<file path="src/rtl/feedback_tx.sv">
// Feedback packet transmitter: scans the neighbor table for the highest Q-value entry,
// then emits one feedback packet carrying the local node fields and that best Q-value.
module feedback_tx #(
  parameter int         WORD_WIDTH    = 16,
  parameter int         MAX_NEIGHBORS = 32,
  parameter logic [2:0] PKT_FEEDBACK  = 3'd2
) (
  input  logic                             clock,
  input  logic                             rst,
  input  logic                             en,
  input  logic [WORD_WIDTH-1:0]            myNodeID,
  input  logic [WORD_WIDTH-1:0]            myClusterID,
  input  logic [WORD_WIDTH-1:0]            myEnergy,
  input  logic [WORD_WIDTH-1:0]            neighborCount,
  output logic                             rd_en,
  output logic [$clog2(MAX_NEIGHBORS)-1:0] rd_addr,
  input  logic [WORD_WIDTH-1:0]            mSourceID,
  input  logic [WORD_WIDTH-1:0]            mClusterID,
  input  logic [WORD_WIDTH-1:0]            mEnergyLeft,
  input  logic [WORD_WIDTH-1:0]            mQValue,
  output logic                             pkt_valid,
  input  logic                             pkt_ready,
  output logic [WORD_WIDTH-1:0]            fSourceID,
  output logic [WORD_WIDTH-1:0]            fClusterID,
  output logic [WORD_WIDTH-1:0]            fEnergyLeft,
  output logic [WORD_WIDTH-1:0]            fQValue,
  output logic [2:0]                       packetType,
  output logic [WORD_WIDTH-1:0]            bestHopID,
  output logic                             busy,
  output logic                             done
);

  localparam int AW = $clog2(MAX_NEIGHBORS);
  // One extra bit so the index can reach MAX_NEIGHBORS itself, which ends the scan.
  localparam int CW = $clog2(MAX_NEIGHBORS + 1);

  typedef enum logic [2:0] {
    S_IDLE,
    S_CHK,
    S_READ,
    S_CMP,
    S_SEND,
    S_DONE
  } state_t;

  state_t                state_q, state_d;
  logic [CW-1:0]         n_q, n_d;
  logic [CW-1:0]         count_q, count_d;
  logic [WORD_WIDTH-1:0] maxQ_q, maxQ_d;
  logic [WORD_WIDTH-1:0] bestHop_q, bestHop_d;
  logic                  found_q, found_d;
  logic [WORD_WIDTH-1:0] myNode_q, myNode_d;
  logic [WORD_WIDTH-1:0] myCluster_q, myCluster_d;
  logic [WORD_WIDTH-1:0] myEnergy_q, myEnergy_d;
  logic [CW-1:0]         clampedCount;
  logic                  unusedTableBits;

  assign unusedTableBits = ^{mClusterID, mEnergyLeft};

  always_comb begin
    if (neighborCount > WORD_WIDTH'(MAX_NEIGHBORS)) clampedCount = CW'(MAX_NEIGHBORS);
    else                                            clampedCount = neighborCount[CW-1:0];
  end

  always_ff @(posedge clock or posedge rst) begin
    if (rst) begin
      state_q     <= S_IDLE;
      n_q         <= '0;
      count_q     <= '0;
      maxQ_q      <= '0;
      bestHop_q   <= '1;
      found_q     <= 1'b0;
      myNode_q    <= '0;
      myCluster_q <= '0;
      myEnergy_q  <= '0;
    end else begin
      state_q     <= state_d;
      n_q         <= n_d;
      count_q     <= count_d;
      maxQ_q      <= maxQ_d;
      bestHop_q   <= bestHop_d;
      found_q     <= found_d;
      myNode_q    <= myNode_d;
      myCluster_q <= myCluster_d;
      myEnergy_q  <= myEnergy_d;
    end
  end

  always_comb begin
    state_d     = state_q;
    n_d         = n_q;
    count_d     = count_q;
    maxQ_d      = maxQ_q;
    bestHop_d   = bestHop_q;
    found_d     = found_q;
    myNode_d    = myNode_q;
    myCluster_d = myCluster_q;
    myEnergy_d  = myEnergy_q;
    rd_en       = 1'b0;
    pkt_valid   = 1'b0;
    done        = 1'b0;
    packetType  = 3'd0;
    case (state_q)
      S_IDLE: begin
        if (en) begin
          myNode_d    = myNodeID;
          myCluster_d = myClusterID;
          myEnergy_d  = myEnergy;
          count_d     = clampedCount;
          n_d         = '0;
          maxQ_d      = '0;
          bestHop_d   = '1;
          found_d     = 1'b0;
          state_d     = S_CHK;
        end
      end
      S_CHK: state_d = (n_q == count_q) ? S_SEND : S_READ;
      S_READ: begin
        rd_en   = 1'b1;
        state_d = S_CMP;
      end
      S_CMP: begin
        // Strict compare keeps the lowest-index entry on ties.
        if (!found_q || (mQValue > maxQ_q)) begin
          maxQ_d    = mQValue;
          bestHop_d = mSourceID;
          found_d   = 1'b1;
        end
        n_d     = n_q + CW'(1);
        state_d = S_CHK;
      end
      S_SEND: begin
        pkt_valid  = 1'b1;
        packetType = PKT_FEEDBACK;
        if (pkt_ready) state_d = S_DONE;
      end
      S_DONE: begin
        done    = 1'b1;
        state_d = S_IDLE;
      end
      default: state_d = S_IDLE;
    endcase
  end

  assign rd_addr     = n_q[AW-1:0];
  assign busy        = (state_q != S_IDLE);
  assign fSourceID   = myNode_q;
  assign fClusterID  = myCluster_q;
  assign fEnergyLeft = myEnergy_q;
  assign fQValue     = maxQ_q;
  assign bestHopID   = bestHop_q;

endmodule
</file>
<file path="config.mk">
export PLATFORM = sky130hd
export DESIGN_NAME = feedback_tx
export DESIGN_NICKNAME = d
export VERILOG_FILES = /design/src/rtl/feedback_tx.sv
export SDC_FILE = /design/constraint.sdc
export NUM_CORES = 1
export LEC_CHECK = 0
export BUFFER_PORTS_ARGS = -buffer_cell sky130_fd_sc_hd__buf_2
export CAP_MARGIN = 20
export CORE_MARGIN = 5
export CORE_UTILIZATION = 25
export CTS_BUF_LIST = sky130_fd_sc_hd__clkbuf_8
export DETAILED_ROUTE_END_ITERATION = 6
export PLACE_DENSITY = 0.6
export SKIP_CTS_REPAIR_TIMING = 1
export SLEW_MARGIN = 20
export SYNTH_ARGS = -nofsm -noshare
export SYNTH_HDL_FRONTEND = slang
export SYNTH_SLANG_ARGS = --single-unit
export TNS_END_PERCENT = 10
</file>
<file path="constraint.sdc">
create_clock -name clock -period 4.2 [get_ports clock]
set_input_delay 0.21 -clock clock [delete_from_list [all_inputs] [get_ports clock]]
set_output_delay 0.21 -clock clock [all_outputs]
set_load 0.05 [all_outputs]
</file>
After elaboration in Yosys (flattened, before gate mapping):

Index checks and enable logic that the tools add are counted.

* add/sub/neg operators: 1
* $lt $le $gt $ge: 2
* equality and inequality tests: 9
* muxes and demuxes: 20
* reductions and logical operators: 9

Operators with widths (number)
* 16-bit two-way mux: 4
* 16-bit one-hot mux with 2 select lines: 2
* 16-bit greater-than comparator: 1
* 16-bit by 6-bit greater-than comparator with 1-bit output (second input constant): 1
* 3-bit one-hot mux with 5 select lines: 1
* 6-bit two-way mux: 2
* 6-bit one-hot mux with 2 select lines: 1
* 3-bit two-way mux: 3
* 6-bit by 1-bit adder with 6-bit output (second input constant): 1
* 3-bit by 2-bit equality test with 1-bit output (second input constant): 2
* 3-bit equality test (second input constant): 2
* 6-bit equality test: 1
* 2-bit != test (second input constant): 3
* 2-bit AND reduction: 3
* 1-bit two-way mux: 5
* 3-bit by 1-bit equality test with 1-bit output (second input constant): 1
* 3-bit zero test: 1
* 3-bit AND reduction: 1
* 3-bit nonzero test: 1
* 2-bit two-way mux: 1
* 1-bit one-hot mux with 2 select lines: 1
* 2-bit nonzero test: 1
* 1-bit zero test: 1
* 1-bit logical OR: 1

* flip-flop bits (word level): 96
* input port bits: 132
* output and inout bits: 92
* word-level logic and storage cells: 50

Logic depth before layout (Yosys ltp):

Gate-level depths: netlist of the first run.

* depth in word-level cells: 4
* mapped depth: 9
* mapped depth without buffers: 8

Worst setup path before layout of the first run:

Ideal clock, no wire load.

* kind: register -> register
* start point: register maxQ_q[15], in the netlist fQValue[15]
* end point: register bestHop_q[0], in the netlist bestHopID[0]
* setup time: 0.084 ns
* arrival time: 2.472 ns
* data required time: 4.116 ns
* setup slack: 1.644 ns
* cell stages (with the launch flop): 10
* clock period less this slack: 2.556 ns
* cells stage by stage: dfrtp_1 > inv_1 > ha_1 > nand4_2 > nor4_2 > a21bo_1 > and3_4 > o21a_4 > buf_6 > o32a_1

* longest elaborated chain between the ends: 4

Ends and longest elaborated chain
* start: declaration: line 49 `logic [WORD_WIDTH-1:0] maxQ_q, maxQ_d;`
* start signal: assignment: line 80 `maxQ_q <= maxQ_d;`
* 16-bit greater-than comparator: line 124 `if (!found_q || (mQValue > maxQ_q)) begin`
* 1-bit logical OR: line 124
* 2-bit != test (no source line)
* 3-bit AND reduction (no source line)
* end signal: assignment: line 81 `bestHop_q <= bestHop_d;`
* end: declaration: line 50 `logic [WORD_WIDTH-1:0] bestHop_q, bestHop_d;`

No other way between the ends.
A chain may end at the register's enable or synchronous reset.

Final worst setup path of the first run:

* start point: register maxQ_q[15], in the netlist fQValue[15]
* end point: register bestHop_q[5], in the netlist bestHopID[5]

Same word-level chain as after synthesis.

==> results of run 1 <==
[per-stage QoR]
| stage | area, um2 | instances |
|---|---|---|
| 2_1_floorplan | 4300 | 451 |
| 4_1_cts | 5620 | 856 |
| 5_1_grt | 5720 | 866 |
| 6_report | 5720 | 866 |
| 3_3_place_gp | 5410 | 840 |
| 3_5_place_dp | 5410 | 840 |
[power breakdown]
part,internal (mW),total (mW),switching (mW),leakage (nW)
Combinational,0.686,2.88,2.19,1.71
Clock,0.307,0.640,0.333,0.107
Sequential,1.35,1.58,0.224,1.19
[final timing paths]
check,start,to,cells after the start
worst min register to register,fClusterID[5],fClusterID[5],2
max in group asynchronous,rst,fEnergyLeft[13],3
worst max register to register,fQValue[15],bestHopID[5],8
worst max-delay path,fQValue[15],bestHopID[5],8
min in group clock,myEnergy[8],fEnergyLeft[8],3
worst min-delay path,rst,fEnergyLeft[14],2
[routing by layer]
layer	wire length (um)	part of all wire	track usage
met1	5470	0.44	0.161
met2	5540	0.45	0.192
met3	1080	0.087	0.0468
met4	259	0.021	0.0556
met5	34	0.0027	0
[layout by cell type, fill, tap and decap left out, types with 3 or more instances in the layout]
cell and n:
dfrtp_1 80, nor3_1 3, o22ai_1 15, xor2_1 4
o21ai_0 10, nand3_1 7, nor2_1 8, a21oi_1 8
nand2_1 177, clkbuf_8 11, o32a_1 16, a22o_1 5
dfstp_2 16, buf_4 5, nand4_1 3, dlygate4sd3_1 10
buf_2 189, inv_1 20, nor4_1 4, ha_1 17
[sequential cells by signal, indices dropped and copies added, names as in the netlist]
register and cells:
count_q 6, fQValue 16, state_q 3, found_q 1, fEnergyLeft 16, bestHopID 16, n_q 6, fClusterID 16
fSourceID 16
[final cells by class]
class	count	area [um2]
fill	1820	11300
sequential	96	2420
multi-input combinational	305	1640
timing repair buffer	204	1080
tap	225	282
clock buffer	11	151
inverter	20	77.6
clock inverter	5	55.1
[kinds of logic (layout without fill, tap and decap cells)]
family	Yosys count	after routing	share of synthesized area
AND/OR/NAND/NOR	217	217	0.210
buffers and inverters	50	240	0.0551
flip-flops	96	96	0.564
other	1	2	0.000874
AO/OA/AOI/OAI	63	63	0.108
adder cells (fa/ha/maj)	17	17	0.0495
XOR/XNOR	6	6	0.0122
[worst max-delay path, stage by stage (launching register included)]
cell	delay, ps
dfrtp_1	350
inv_1	50
ha_1	320
nand4_2	170
nor4_2	330
a21bo_1	250
and3_4	170
o21a_4	320
o32a_1	330
==> impl_results.md, run 1 <==
* Period Utilization, post-route at 0.565
* GRT overflow at 0
* Pwr Density at 892 nW/um2
* Global-route wire length before repair at 19800 um
* Final WS setup at 1830 ps
* Initial Util at 0.252
* Post-route ant nets at 0
* FP Rows at 48
* Drt drc at 0
* Number of global-route vias before repair at 3832
* Most frequent cell after synthesis: nand2_1
* Library cells used by synthesis at 41
* Routed length per instance at 14.3 um
* Cell taking the most area after synthesis: dfrtp_1
* Core area at 17100 um2
* Layout cells sized above 1 at 0.363
* Crit Path Category: reg2reg
* Crit path time final at 2370 ps
* Post-DP HPWL at 8740 um
* Status: finished clean
* Num CTS Buffers at 9
* Vias per cell at 4.39
* Clock sink count at 96
* Seq cells post-synth at 96
* Hold WC Path Type: in2async
* Pin count of the biggest net entering global routing at 65
* Worst slew pin tran at 829 ps
* Diodes inserted at 0
* Arr. time, crit path at 2670 ps
* Post-synthesis sequential area ratio at 0.564
* Worst-case vdd ir drop at 0.457 mV
* Reg-to-reg slack, setup at 1830 ps
* Via count at 3802
* Critical Path Fanout Max at 32
* Top cells by count, synth: 177 x nand2_1, 80 x dfrtp_1, 20 x inv_1
* Global-route usage over all layers at 0.126
* Post-synth EDFFs at 0
* Final Setup Violations at 0
* Setup crit end kind: register
* H-tree depth at 3
* TritonRoute pass-1 iters at 4
* Setup TNS at 0 ps
* Die width at 141 um
* Synth Warn # at 0
* Pre-CTS setup slack at 1830 ps
* Worst skew pair latency at 380 ps
* Area contributors post-synth: dfrtp_1 47%, nand2_1 15%, dfstp_2 9.8%, ha_1 5.0%, o32a_1 3.7%
* CTS clk-pin slew, worst paths at 100 ps
* Synth Area per Inst at 9.54 um2
* Max Slew Vio Count at 0
* Area of the die at 19900 um2
* Pleak at 3.01 nW
* Main flop type after synthesis: dfrtp_1
* Root Driver: clkbuf_8
* Initial antenna violation count at 2
* Clk buf depth at 2
* Synth top area share at 0.466
* Mapped cell area at 4290 um2
* Fin util at 0.335
* Final total power at 5.10 mW
* Routability cong. at 0.727
* Buffers on Ports at 189
* Iter 0 DRT Violations at 140
* Async S/R FF share, synth at 1.00
* RSZ-0062 raised after global routing: false
* Final Hold Viols at 0
* Fmax at 422 MHz
* Mapped Cells at 450
* Top Ports at 224
* Final wirelength at 12400 um
* Die span in y at 141 um
* Relative slew margins at 0.447
* Setup crit start kind: register
* Nets at 785
* CTS tree: built
* Synth-to-Final Area Change at 33.1%
* Max cap viols at 0
* Worst clock skew at 13.6 ps
* WP data required at 4500 ps
* WHS at 5.62 ps
Note: power is estimated with default switching activity, not from simulation.
==> run 2: changes to the inputs <==
- PLACE_DENSITY: 0.6 -> 0.62
- clock period: 4.2 -> 2.1 ns (I/O delays scaled with it)
==> impl_results.md, run 2 (synthesis gave the netlist of run 1 again) <==
* Failing checks: negative setup slack
* Worst-case vdd ir drop at 0.797 mV
* Area of the die at 19900 um2
* Crit path cell chain: inv_1 -> ha_4 -> nand4_1 -> nor4_4 -> a21bo_1 -> and3_4 -> o21a_4 -> o32a_1
* Max cap viols at 0
* Final Hold Viols at 0
* Post-route ant nets at 0
* Die width at 141 um
* RR Startpoint: fQValue[5]
* Max Slew Vio Count at 0
* Buffers on Ports at 189
* Drt drc at 0
* Die span in y at 141 um
* Global-route wire length before repair at 18800 um
* Period Utilization, post-route at 1.07
* Clock sink count at 96
* Core area at 17100 um2
* Vias per cell at 4.36
* Routed length per instance at 14.3 um
* Hold EP: fQValue[7]
* Number of global-route vias before repair at 3696
* RSZ-0062 raised after global routing: true
* Layout cells sized above 1 at 0.374
* Final Setup Violations at 32
* Fmax at 446 MHz
* Nets at 874
* Root Driver: clkbuf_8
* TritonRoute pass-1 iters at 4
* Clk buf depth at 2
* Worst skew pair latency at 380 ps
* Global-route usage over all layers at 0.120
* Pin count of the biggest net entering global routing at 67
* Worst clock skew at 8.24 ps
* Diodes inserted at 0
* Final total power at 10.8 mW
* WHS at 17.6 ps
* Critical R2R Capture: bestHopID[6]
* Via count at 4165
* Initial antenna violation count at 0
* H-tree depth at 3
* Iter 0 DRT Violations at 145
* CTS tree: built
* WP data required at 2400 ps
* WHS Path Cells at 3
* Top Ports at 224
* Crit Path Category: reg2reg
* Pwr Density at 1590 nW/um2
* Pleak at 3.42 nW
* GRT overflow at 0
* Reg-to-reg slack, setup at -140 ps
* Area post-placement at 5530 um2
* Relative slew margins at 0.649
* Arr. time, crit path at 2550 ps
* Setup crit start kind: register
* Worst slew pin tran at 526 ps
* CTS clk-pin slew, worst paths at 100 ps
* FP Rows at 48
* Hold WC Path Type: in2reg
* Post-DP HPWL at 8860 um
* Worst Reg-to-Reg Cells at 8
* Critical Path Fanout Max at 5
* Routability cong. at 0.723
* Crit path time final at 2240 ps
* Final wirelength at 13700 um
* Num CTS Buffers at 9
* Crit path largest cell delay at 370 ps
* CP max stage cell: dfrtp_1
* Initial Util at 0.252
* Most frequent cells in the layout: 189 x buf_2, 177 x nand2_1, 82 x dlygate4sd3_1, 80 x dfrtp_1, 19 x inv_1
* Setup crit end kind: register
* Final WS setup at -143 ps
* Status: finished with violations
* Synth-to-Final Area Change at 58.6%
* Hold path start: mQValue[7]
* Commonest non-fill, non-tap cell in the layout: buf_2
* Final instance area at 6810 um2
## run 2: cell count changes in the layout (fill, tap and decap cells not counted), sizes merged
cell	change
clkinvlp	+2
buf	+14
clkinv	+1
o21a	+3
clkbuf	-1
inv	-2
dlygate4sd3	+72
## run 2: area by class of cell
type	count	area [um2]
Multi-Input combinational cell	308	1860
Clock inverter	6	67.6
Fill cell	1696	10200
Timing Repair Buffer	290	1960
Tap cell	225	282
Clock buffer	10	138
Sequential cell	96	2420
Inverter	20	78.8
## run 2: through the flow
| stage | utilization | setup TNS (ps) | setup WS [ps] | std cells |
|---|---|---|---|---|
| detailed placement | 0.324 | -5550 | -204 | 851 |
| global placement | 0.324 | -3860 | -137 | 851 |
| finish | 0.399 | -3040 | -143 | 955 |
| CTS | 0.336 | -5920 | -210 | 867 |
| floorplan | - | -12310 | -456 | 451 |
| global route | 0.399 | -6170 | -229 | 955 |
## run 2: worst max-delay path by stage
stage,cells past startpoint,endpoint,startpoint
detailed placement,8,bestHopID[1],fQValue[14]
floorplan,9,bestHopID[0],fQValue[15]
global placement,8,bestHopID[0],fQValue[15]
global route,8,bestHopID[2],fQValue[5]
finish,8,bestHopID[6],fQValue[5]
CTS,8,bestHopID[12],fQValue[14]
## run 2: critical path: cells and delay by family (launching register included)
family / cells / cell delay (ps)
buffers and inverters: 1 / 90
flip-flops: 1 / 370
adder cells (fa/ha/maj): 1 / 270
AO/OA/AOI/OAI: 3 / 800
AND/OR/NAND/NOR: 3 / 650
## run 2: layer usage
layer,GRT usage,vias up,routed length [um]
met2,0.195,122,6790
met4,0.0459,0,274
met3,0.0349,23,732
met1,0.150,1973,5860
met5,0,-,0
li1,-,2047,-
## run 2: report_power, final
part           switching (mW)  internal (mW)
clock                   0.692          0.587
combinational            4.59           1.82
sequential              0.452           2.71
total                    5.74           5.11
==> run 3: changes to the inputs <==
- CORE_UTILIZATION: 25 -> 42
- PLACE_DENSITY: 0.62 -> 0.89
==> impl_results.md, run 3 (synthesis gave the netlist of run 1 again) <==
* Vias per cell at 5.08
* Drt drc at 0
* Synth-to-Final Area Change at 50.1%
* Commonest non-fill, non-tap cell in the layout: buf_2
* Final wirelength at 14000 um
* Area post-placement at 5390 um2
* Worst clock skew at 9.95 ps
* Global-route usage over all layers at 0.187
* Final instance area at 6440 um2
* Routability cong. at 0.873
* GRT overflow at 0
* Setup crit start kind: register
* Routed length per instance at 16.6 um
* Diodes inserted at 0
* Switching share of power at 0.530
* TritonRoute pass-1 iters at 5
* Crit path cell chain: inv_2 -> ha_4 -> nand4_1 -> nor4_4 -> a21bo_1 -> and3_4 -> o21a_4 -> buf_4 -> o22ai_1
* Crit path time final at 2280 ps
* Area of the multi-input gates at 1840 um2
* Clock sink count at 96
* Pleak at 3.32 nW
* Post-DP HPWL at 8730 um
* Root Driver: clkbuf_8
* Pin count of the biggest net entering global routing at 66
* Psw at 5.73 mW
* Sequential standard cell area at 2420 um2
* Layout fillers at 760
* H-tree depth at 3
* Critical Path Fanout Max at 6
* Crit path from: fQValue[6]
* Max Slew Vio Count at 0
* Global-route wire length before repair at 18900 um
* FP Rows at 37
* Pwr Density at 1680 nW/um2
* CP max stage cell: dfrtp_1
* Iter 0 DRT Violations at 333
* Setup crit end kind: register
* Nets at 851
* Final Setup Violations at 32
* Crit path largest cell delay at 370 ps
* Combinational share of power at 0.587
* Die width at 111 um
* RR Startpoint: fQValue[6]
* CTS clk-pin slew, worst paths at 90 ps
* Crit Path Category: reg2reg
* Stages on worst setup path at 9
* Final Hold Viols at 0
* Failing checks: negative setup slack
* Buffers on Ports at 189
* Number of global-route vias before repair at 4091
* Layout cells sized above 1 at 0.377
* Top Ports at 224
* Via count at 4274
* Hold path start: mSourceID[1]
* Worst Reg-to-Reg Cells at 9
* CTS tree: built
* Fmax at 438 MHz
* WHS at 10.2 ps
* Clk network pwr share at 0.116
* Post-route ant nets at 0
* Die span in y at 111 um
* Worst slew pin tran at 632 ps
* Core area at 10100 um2
* Clk buf depth at 2
* Hold WC Path Type: in2reg
* WHS Path Cells at 2
* Period Utilization, post-route at 1.09
* Top cell family by delay on the critical path: simple AND/OR/NAND/NOR gates
* Num CTS Buffers at 9
* Final WS setup at -181 ps
* WP data required at 2370 ps
* Relative slew margins at 0.578
* Arr. time, crit path at 2550 ps
* RSZ-0062 raised after global routing: true
* Initial Util at 0.423
* Internal power at 5.07 mW
* Worst skew pair latency at 360 ps
* Initial antenna violation count at 0
* Worst-case vdd ir drop at 0.867 mV
* Crit path buf inv count at 2
* Sequential power share at 0.297
* Most frequent cells in the layout: 189 x buf_2, 176 x nand2_1, 80 x dfrtp_1, 64 x dlygate4sd3_1
* Status: finished with violations
* Area of the die at 12300 um2
* Max cap viols at 0
[run 3: worst paths after layout]
kind | end | slack, ps
min in group asynchronous | fQValue[9] | 390
worst min register to register | fEnergyLeft[4] | 480
worst max register to register | fQValue[12] | -180
max in group asynchronous | bestHopID[0] | 960
worst max-delay path | fQValue[12] | -180
worst min-delay path | bestHopID[1] | 10
[run 3: cell type report]
class | count | area share
clock buffer | 12 | 0.0256
clock inverter | 3 | 0.00641
inverter | 20 | 0.0122
multi-input combinational | 307 | 0.285
sequential | 96 | 0.376
tap | 136 | 0.0264
timing repair buffer | 268 | 0.268
[run 3: routing by layer]
layer  GRT usage  up-vias  wire length [um]
met1       0.230     2033              5390
met3      0.0529       32              1050
met5           0        -                 0
li1            -     2004                 -
met4      0.0649        0               312
met2       0.316      205              7210
[run 3: power groups by stage]
| stage | registers, mW | logic, mW | clock network, mW |
|---|---|---|---|
| detailed placement | 3.20 | 5.90 | 0 |
| floorplan | 5.61 | 2.00 | 0 |
| global placement | 3.16 | 5.72 | 0 |
| finish | 3.21 | 6.34 | 1.25 |
| global route | 3.30 | 6.71 | 1.35 |
| CTS | 3.18 | 5.90 | 1.29 |
[run 3: worst register-to-register path: stages, from the launching register on]
cell     delay (ps)
dfrtp_1         370
inv_2            60
ha_4            270
nand4_1         140
nor4_4          350
a21bo_1         260
and3_4          190
o21a_4          250
buf_4           160
o22ai_1         150
[run 3: stage by stage]
stage               setup TNS, ps  power (mW)  instances  utilization  setup slack, ps
floorplan                  -12310        7.62        451            -             -456
global placement            -2470        8.88        760        0.532             -106
CTS                         -8260        10.4        775        0.552             -299
finish                      -4670        10.8        842        0.636             -181
detailed placement          -7820        9.10        760        0.532             -285
global route                -8500        11.4        842        0.636             -293
